<file path="config.mk">
export PLATFORM = sky130hd
export DESIGN_NAME = cam_stream_gen
export DESIGN_NICKNAME = d
export VERILOG_FILES = /design/src/rtl/cam_stream_gen.sv
export SDC_FILE = /design/constraint.sdc
export NUM_CORES = 1
export LEC_CHECK = 0
export BUFFER_PORTS_ARGS = -buffer_cell sky130_fd_sc_hd__buf_4
export CAP_MARGIN = 25
export CORE_UTILIZATION = 35
export DETAILED_ROUTE_END_ITERATION = 8
export PLACE_DENSITY = 0.58
export SYNTH_ARGS = -nofsm -noshare
export SYNTH_HDL_FRONTEND = slang
export SYNTH_SLANG_ARGS = --single-unit
</file>
<file path="constraint.sdc">
create_clock -name cam_pclk -period 4.3 [get_ports cam_pclk]
set_clock_uncertainty 0.05 [all_clocks]
set_input_delay 0.645 -clock cam_pclk [delete_from_list [all_inputs] [get_ports cam_pclk]]
set_output_delay 0.645 -clock cam_pclk [all_outputs]
set_load 0.03 [all_outputs]
</file>
<file path="src/rtl/cam_stream_gen.sv">
// cam_stream_gen: synthetic TVP5150-style luma stream source with selectable test patterns
// Ports: cam_pclk/cam_resetn (sync, active-low), enable (checked at field boundaries),
//   pattern_sel (0 H ramp, 1 V ramp, 2 checker, 3 field counter; latched at field start),
//   line_valid, y_valid, y, field_toggle, busy -- all registered.
// Optional: define CAM_GEN_ODD_EXTRA_LINE_EN to add one blank line to fields where field_toggle becomes 1.
module cam_stream_gen #(
  parameter int ACTIVE_PIX    = 720,
  parameter int ACTIVE_LINES  = 288,
  parameter int H_BLANK       = 276,
  parameter int V_BLANK_LINES = 25
) (
  input  logic       cam_pclk,
  input  logic       cam_resetn,
  input  logic       enable,
  input  logic [1:0] pattern_sel,
  output logic       line_valid,
  output logic       y_valid,
  output logic [7:0] y,
  output logic       field_toggle,
  output logic       busy
);
  localparam int LINE = 2*ACTIVE_PIX + H_BLANK;
  localparam int VB_MAX = (V_BLANK_LINES + 1) * LINE;
  localparam int BW = $clog2(VB_MAX + 1) > 16 ? $clog2(VB_MAX + 1) : 16;
  typedef enum logic [1:0] {IDLE, VBLANK, ACTIVE, HBLANK} state_t;
  state_t state, state_d;
  logic [10:0] phase;
  logic [9:0] line_idx;
  logic [BW-1:0] cnt, vb_len;
  logic [1:0] pat;
  logic [7:0] field_cnt, pix, y_d;
  logic tog, started, field_start, line_last, hb_done, vb_done, act_done, lv_d, yv_d;
`ifdef CAM_GEN_ODD_EXTRA_LINE_EN
  assign vb_len = tog ? BW'((V_BLANK_LINES + 1) * LINE) : BW'(V_BLANK_LINES * LINE);
`else
  assign vb_len = BW'(V_BLANK_LINES * LINE);
`endif
  assign line_last = line_idx == 10'(ACTIVE_LINES - 1);
  assign hb_done = cnt == BW'(H_BLANK - 1);
  assign vb_done = cnt == vb_len - 1'b1;
  assign act_done = phase == 11'(2*ACTIVE_PIX - 1);
  assign field_start = enable && (state == IDLE || (state == HBLANK && hb_done && line_last));
  always_ff @(posedge cam_pclk) begin
    if (!cam_resetn) begin
      state <= IDLE;
      cnt <= '0;
      phase <= '0;
      line_idx <= '0;
      pat <= '0;
      field_cnt <= '0;
      tog <= 1'b0;
      started <= 1'b0;
      line_valid <= 1'b0;
      y_valid <= 1'b0;
      y <= '0;
      field_toggle <= 1'b0;
      busy <= 1'b0;
    end else begin
      state <= state_d;
      cnt <= (state_d == state && (state == VBLANK || state == HBLANK)) ? cnt + 1'b1 : '0;
      phase <= (state == ACTIVE && !act_done) ? phase + 1'b1 : '0;
      if (field_start) begin
        tog <= ~tog;
        pat <= pattern_sel;
        line_idx <= '0;
        started <= 1'b1;
        if (started) field_cnt <= field_cnt + 1'b1;
      end else if (state == HBLANK && hb_done) begin
        line_idx <= line_idx + 1'b1;
      end
      line_valid <= lv_d;
      y_valid <= yv_d;
      y <= y_d;
      field_toggle <= tog;
      busy <= state != IDLE;
    end
  end
  always_comb begin
    state_d = state;
    case (state)
      IDLE:    state_d = enable ? VBLANK : IDLE;
      VBLANK:  state_d = vb_done ? ACTIVE : VBLANK;
      ACTIVE:  state_d = act_done ? HBLANK : ACTIVE;
      HBLANK:  state_d = !hb_done ? HBLANK : !line_last ? ACTIVE : enable ? VBLANK : IDLE;
      default: state_d = IDLE;
    endcase
  end
  // Odd phases carry luma; the preceding even phase is the chroma slot.
  always_comb begin
    pix = phase[8:1];
    lv_d = state == ACTIVE;
    yv_d = lv_d && phase[0];
    y_d = !yv_d ? y :
          pat == 2'd0 ? pix :
          pat == 2'd1 ? line_idx[7:0] :
          pat == 2'd2 ? ((pix[3] ^ line_idx[3]) ? 8'd235 : 8'd16) :
          field_cnt;
  end
endmodule

</file>
==> results of run 1 <==
-- worst register-to-register path, delay by kind of cell, from the launching register on --
family / cells / cell delay (ns)
AND/OR/NAND/NOR: 3 / 1.20
multiplexers: 1 / 0.37
flip-flops: 1 / 0.35
AO/OA/AOI/OAI: 1 / 0.29
-- through the flow --
step	cells	total power (uW)	setup WS, ns
detailed placement	456	657	1.96
CTS	472	1220	1.94
global placement	456	656	1.99
finish	472	1190	1.94
floorplan	346	642	2.24
global route	472	1250	1.69
-- area by class of cell --
cell class,count,area (sq um)
fill,828,4810
timing repair buffer,17,128
inverter,13,48.8
clock inverter,7,87.6
sequential,63,1260
clock buffer,9,124
tap,105,131
multi-input combinational,258,1580
-- cells in the final DEF (no fill, tap or decap), types with 2 or more instances in the layout --
master      n
or4_1       6
clkbuf_8    9
nor2_1     59
and2_1      3
a21oi_1    16
mux2i_1     5
ha_1        4
bufinv_16   2
o21ai_0     5
and3_1      6
nand2_1    28
o211ai_1    2
and4bb_2    2
nor2b_1     7
clkinv_2    4
dfxtp_1    63
and4_1      5
nor3_1     10
nor4_1      2
nand2b_1    2
nand3_1    21
a211oi_1    7
a311oi_1    6
xor2_1     13
inv_1      12
o31ai_1     7
buf_4      17
xnor2_1    20
nand4_1     9
-- registers in the layout (all words and copies together) (netlist names) --
register,flops
pat,2
y,8
field_cnt,8
tog,1
field_toggle,1
started,1
phase,11
line_idx,10
y_valid,1
state,2
busy,1
cnt,16
line_valid,1
-- cell families after synthesis --
logic type | Yosys count | synth area share (%)
buf+inv | 25 | 3.28
simple gates | 165 | 28.2
mux | 6 | 2.08
fa+ha+maj | 4 | 1.70
flops | 63 | 42.9
xor+xnor | 33 | 9.83
compound gates | 50 | 12.1
-- how the worst min path moves through the flow --
| stage | startpoint | cells past startpoint | end |
|---|---|---|---|
| after global placement | cnt[0] | 1 | cnt[0] |
| final | cnt[0] | 1 | cnt[0] |
| after detailed placement | cnt[0] | 1 | cnt[0] |
| after CTS | cnt[0] | 1 | cnt[0] |
| after floorplan | cnt[0] | 1 | cnt[0] |
| after global routing | y[4] | 2 | y[4] |
-- power by group --
group / total [uW] / internal, uW / switching (uW)
combinational: 41.3 / 14.5 / 26.8
clock: 551 / 322 / 229
sequential: 602 / 590 / 12.1
total: 1190 / 926 / 268
-- per-layer routing --
layer | track usage (%) | up-vias | wire, um
li1 | - | 1253 | -
met1 | 19.7 | 1118 | 3070
met2 | 24.0 | 28 | 2790
met3 | 4.85 | 9 | 187
met4 | 5.90 | 0 | 132
met5 | 0 | - | 0
==> results.toml, run 1 <==
[floorplan]
num_rows = 33
die_h_um = 93.7
dieWidth_um = 93.7
io_pins = 17
coreArea_sq_mm = 0.00818
start_util_pct = 36.0
die_area_sq_mm = 0.00878

[routing]
drc = 0
wl_per_cell_um = 13.1
via_per_inst = 5.10
antenna_left = 0
num_vias = 2408
postRouteWirelength_um = 6190
dr.pass1.iters = 4
dr.first_iter.drc_count = 103

[clock_tree]
post_cts_resize_count = 0
numCtsBuffers = 9
htree_levels = 3
root_buffer = "clkbuf_8"
cts_tree = "built"
post_cts_buffers = 0
clk_pin_slew_worst_paths_ns = 0.07
clkLatencyLatePin_ns = 0.34
max-clock-path-buffers = 2
cts_sinks = 63
hold_buffers = 0

[worst_setup_path]
path_cells = "nor4_1 > and3_1 > a41oi_4 > nor2_1 > mux2_2"
critPathLaunch = "cnt[11]"
rr_worst_depth = 5
required_ns = 4.48
slowest_delay_ns = 0.49
path_depth = 5
crit_arrival_ns = 2.54
critPathSlowestCell = "nor4_1"
crit_end = "tog"
startpoint_type = "flip-flop"
setup.worst_path.class = "reg -> reg"
path_max_fanout = 18
critPathTopFamily = "simple AND/OR/NAND/NOR gates"
timing.rr.end = "tog"
cp-end-kind = "flip-flop"
path_buf_inv = 0
r2r_start = "cnt[11]"
worst-r2r-setup-slack_ns = 1.94

[timing]
slew_violations = 0
max-slew-margin-rel_pct = 47.0
finalCritPeriodShare_pct = 54.9
rsz0062_at_grt = "no"
setup_viol_count_final = 0
hold_viol_final = 0
tightest_slew_ns = 0.794
fin_tns_setup_ns = 0
max_freq_ghz = 0.423
fin_crit_ns = 2.36
holdWs_ns = 0.391

[placement]
hpwl_um = 4420
io_buffers = 16
place_congestion = 0.789
place_area_sq_mm = 0.00315

[yosys]
avgSynthCellArea_sq_um = 8.50
synth_warnings = 0
synth_cells = 346
yosysTopAreaCell = "dfxtp_1"
synthTopCellsByArea = "dfxtp_1 (43%), nor2_1 (7.5%), xnor2_1 (6.0%), xor2_1 (3.9%), nand2_1 (3.6%)"
synth_most_common_cell = "dfxtp_1"
synth_area_sq_mm = 0.00294
ys_types = 41
synth-seq-cells = 63
yosysTopAreaCellShare_pct = 42.9
async_flop_share_pct = 0
synth_ff_type = "dfxtp_1"
synth_edf_count = 0
synth_fp_nets = 355
ys_seq_area_share_pct = 42.9
netlist_top_cells_count = "dfxtp_1 (63), nor2_1 (59), nand2_1 (28), nand3_1 (21), xnor2_1 (20)"

[finish]
design_area_sq_mm = 0.00336
nets = 371
drive_gt1_share_pct = 11.2
area_growth_pct = 14.4
diodes = 0
final_util_pct = 41.2

[grt]
antenna_found_initial = 0
grt_use_total_pct = 15.3
grt_pass1_vias = 2160
grt-ovfl-total = 0
grt_max_degree = 25
grt_pass1_wl_um = 10300

[worst_hold_path]
hold_path_class = "reg -> reg"

[run_status]
outcome = "completed"

[power_and_ir_drop]
peakVddDrop_v = 0.000175
p_leak_uw = 0.00114
powerDensity_mw_per_mm2 = 355

[flow_run]
maxCapViolCount = 0
(Power assumes the default switching activity.)
==> run 2: changes to the inputs <==
==> constraint.sdc (replaced) <==
create_clock -name cam_pclk -period 2.3 [get_ports cam_pclk]
set_clock_uncertainty 0.05 [all_clocks]
set_input_delay 0.345 -clock cam_pclk [delete_from_list [all_inputs] [get_ports cam_pclk]]
set_output_delay 0.345 -clock cam_pclk [all_outputs]
set_load 0.03 [all_outputs]
==> results.toml, run 2 (same netlist as run 1, synthesis figures left out) <==
[run_status]
outcome = "completed"

[timing]
holdWs_ns = 0.211
fin_tns_setup_ns = 0
rsz0062_at_grt = "no"
max-slew-margin-rel_pct = 61.0
tightest_slew_ns = 0.584
setup_viol_count_final = 0
fin_crit_ns = 2.20
max_freq_ghz = 0.455
slew_violations = 0
finalCritPeriodShare_pct = 95.5
hold_viol_final = 0

[finish]
mostFrequentLayoutCell = "dfxtp_1"
regMostFlops = "cnt"
reg_top3 = "cnt (16), phase (11), line_idx (10)"
area_growth_pct = 17.1
final.fill_count = 828
multi_input_area_sq_mm = 0.00158
final_cell_mix = "dfxtp_1 (63), nor2_1 (59), buf_4 (30)"
largest_reg_flops = 16
nets = 385
seq_area_sq_mm = 0.00126
diodes = 0
design_area_sq_mm = 0.00345
final_util_pct = 42.1
drive_gt1_share_pct = 14.2

[worst_setup_path]
critPathSlowestCell = "or4b_4"
path_max_fanout = 14
crit_arrival_ns = 2.41
worst-r2r-setup-slack_ns = 0.10
startpoint_type = "flip-flop"
setup.worst_path.class = "reg -> reg"
path_cells = "or4b_4 > nor3_4 > a41oi_4 > or4_1 > a21oi_1"
cp-end-kind = "flip-flop"
slowest_delay_ns = 0.57
required_ns = 2.51

[placement]
io_buffers = 16
place_area_sq_mm = 0.00326
place_congestion = 0.812
hpwl_um = 4590

[power_and_ir_drop]
p_sw_uw = 490
p_sw_share_pct = 23.6
p_clk_share_pct = 41.4
power.internal_uw = 1580
p_leak_uw = 0.00121
seq_power_share_pct = 54.1
powerDensity_mw_per_mm2 = 601
peakVddDrop_v = 0.000246
comb_power_share_pct = 4.5

[floorplan]
io_pins = 17
die_h_um = 93.7
start_util_pct = 36.0
coreArea_sq_mm = 0.00818
die_area_sq_mm = 0.00878
num_rows = 33
dieWidth_um = 93.7

[routing]
wl_per_cell_um = 13.1
drc = 0
dr.pass1.iters = 4
postRouteWirelength_um = 6380
antenna_left = 0
via_per_inst = 5.00
dr.first_iter.drc_count = 97
num_vias = 2432

[grt]
grt-ovfl-total = 0
grt_use_total_pct = 15.6
antenna_found_initial = 0
grt_pass1_vias = 2227
grt_max_degree = 19
grt_pass1_wl_um = 10400

[clock_tree]
cts_tree = "built"
hold_buffers = 0
root_buffer = "clkbuf_8"
cts_sinks = 63
numCtsBuffers = 9
clk_pin_slew_worst_paths_ns = 0.07
htree_levels = 3
max-clock-path-buffers = 2
clkLatencyLatePin_ns = 0.34

[worst_hold_path]
hold_path_class = "in -> reg"

[flow_run]
maxCapViolCount = 0
==> run 2: cell count changes in the layout (fill, tap and decap cells not counted) <==
| cell | previous run | this run |
|---|---|---|
| buf_12 | 0 | 1 |
| buf_4 | 17 | 30 |
| clkbuf_8 | 9 | 11 |
| clkinvlp_4 | 1 | 0 |
| clkbuf_1 | 0 | 1 |
| bufinv_16 | 2 | 0 |
==> run 2: routing by layer <==
layer / vias up / part of all wire, % / track usage [%]
met3: 8 / 3.4 / 5.18
met2: 36 / 47 / 25.0
met1: 1109 / 48 / 18.9
li1: 1279 / - / -
met4: 0 / 1.8 / 6.67
met5: - / 0 / 0
==> run 2: repair_timing <==
action	4_1_cts	5_1_grt
setup endpoints to repair	0	5
resized for setup	0	0
setup buffers	0	1
==> run 2: metrics by stage <==
step                      power [uW]  std cells  worst slack, ns
after floorplan                 1200        346            0.237
after global placement          1240        469            0.117
after detailed placement        1240        469           0.0930
after CTS                       2100        485           0.0664
after global routing            2180        486         0.000554
final                           2070        486            0.103
==> run 2: worst paths after layout <==
kind | cells after the start | endpoint | startpoint
min | 3 | pat[1] | pattern_sel[1]
min reg2reg | 1 | cnt[0] | cnt[0]
max reg2reg | 5 | field_cnt[5] | line_idx[9]
max | 5 | field_cnt[5] | line_idx[9]
==> run 2: cell type report <==
type                    count  area share (%)
multi-input cells         258            46.0
flip-flops and latches     63            36.6
repair buffers             31            7.12
clock buffers              12            4.50
well taps                 105            3.81
inverters                  13            1.42
clock inverters             4           0.581
==> run 2: critical path: cells and delay by family, from the launching register on <==
| kind | cells | cell delay (ns) |
|---|---|---|
| and+or+nand+nor | 3 | 1.35 |
| AOI/OAI and AO/OA | 2 | 0.40 |
| DFF | 1 | 0.32 |
==> run 2: power by group through the flow <==
stage | Combinational (uW) | Sequential, uW | Clock, uW
3_5_place_dp | 93.3 | 1150 | 0
5_1_grt | 104 | 1120 | 948
4_1_cts | 94.1 | 1120 | 888
3_3_place_gp | 91.7 | 1150 | 0
6_report | 94.2 | 1120 | 857
2_1_floorplan | 62.5 | 1140 | 0
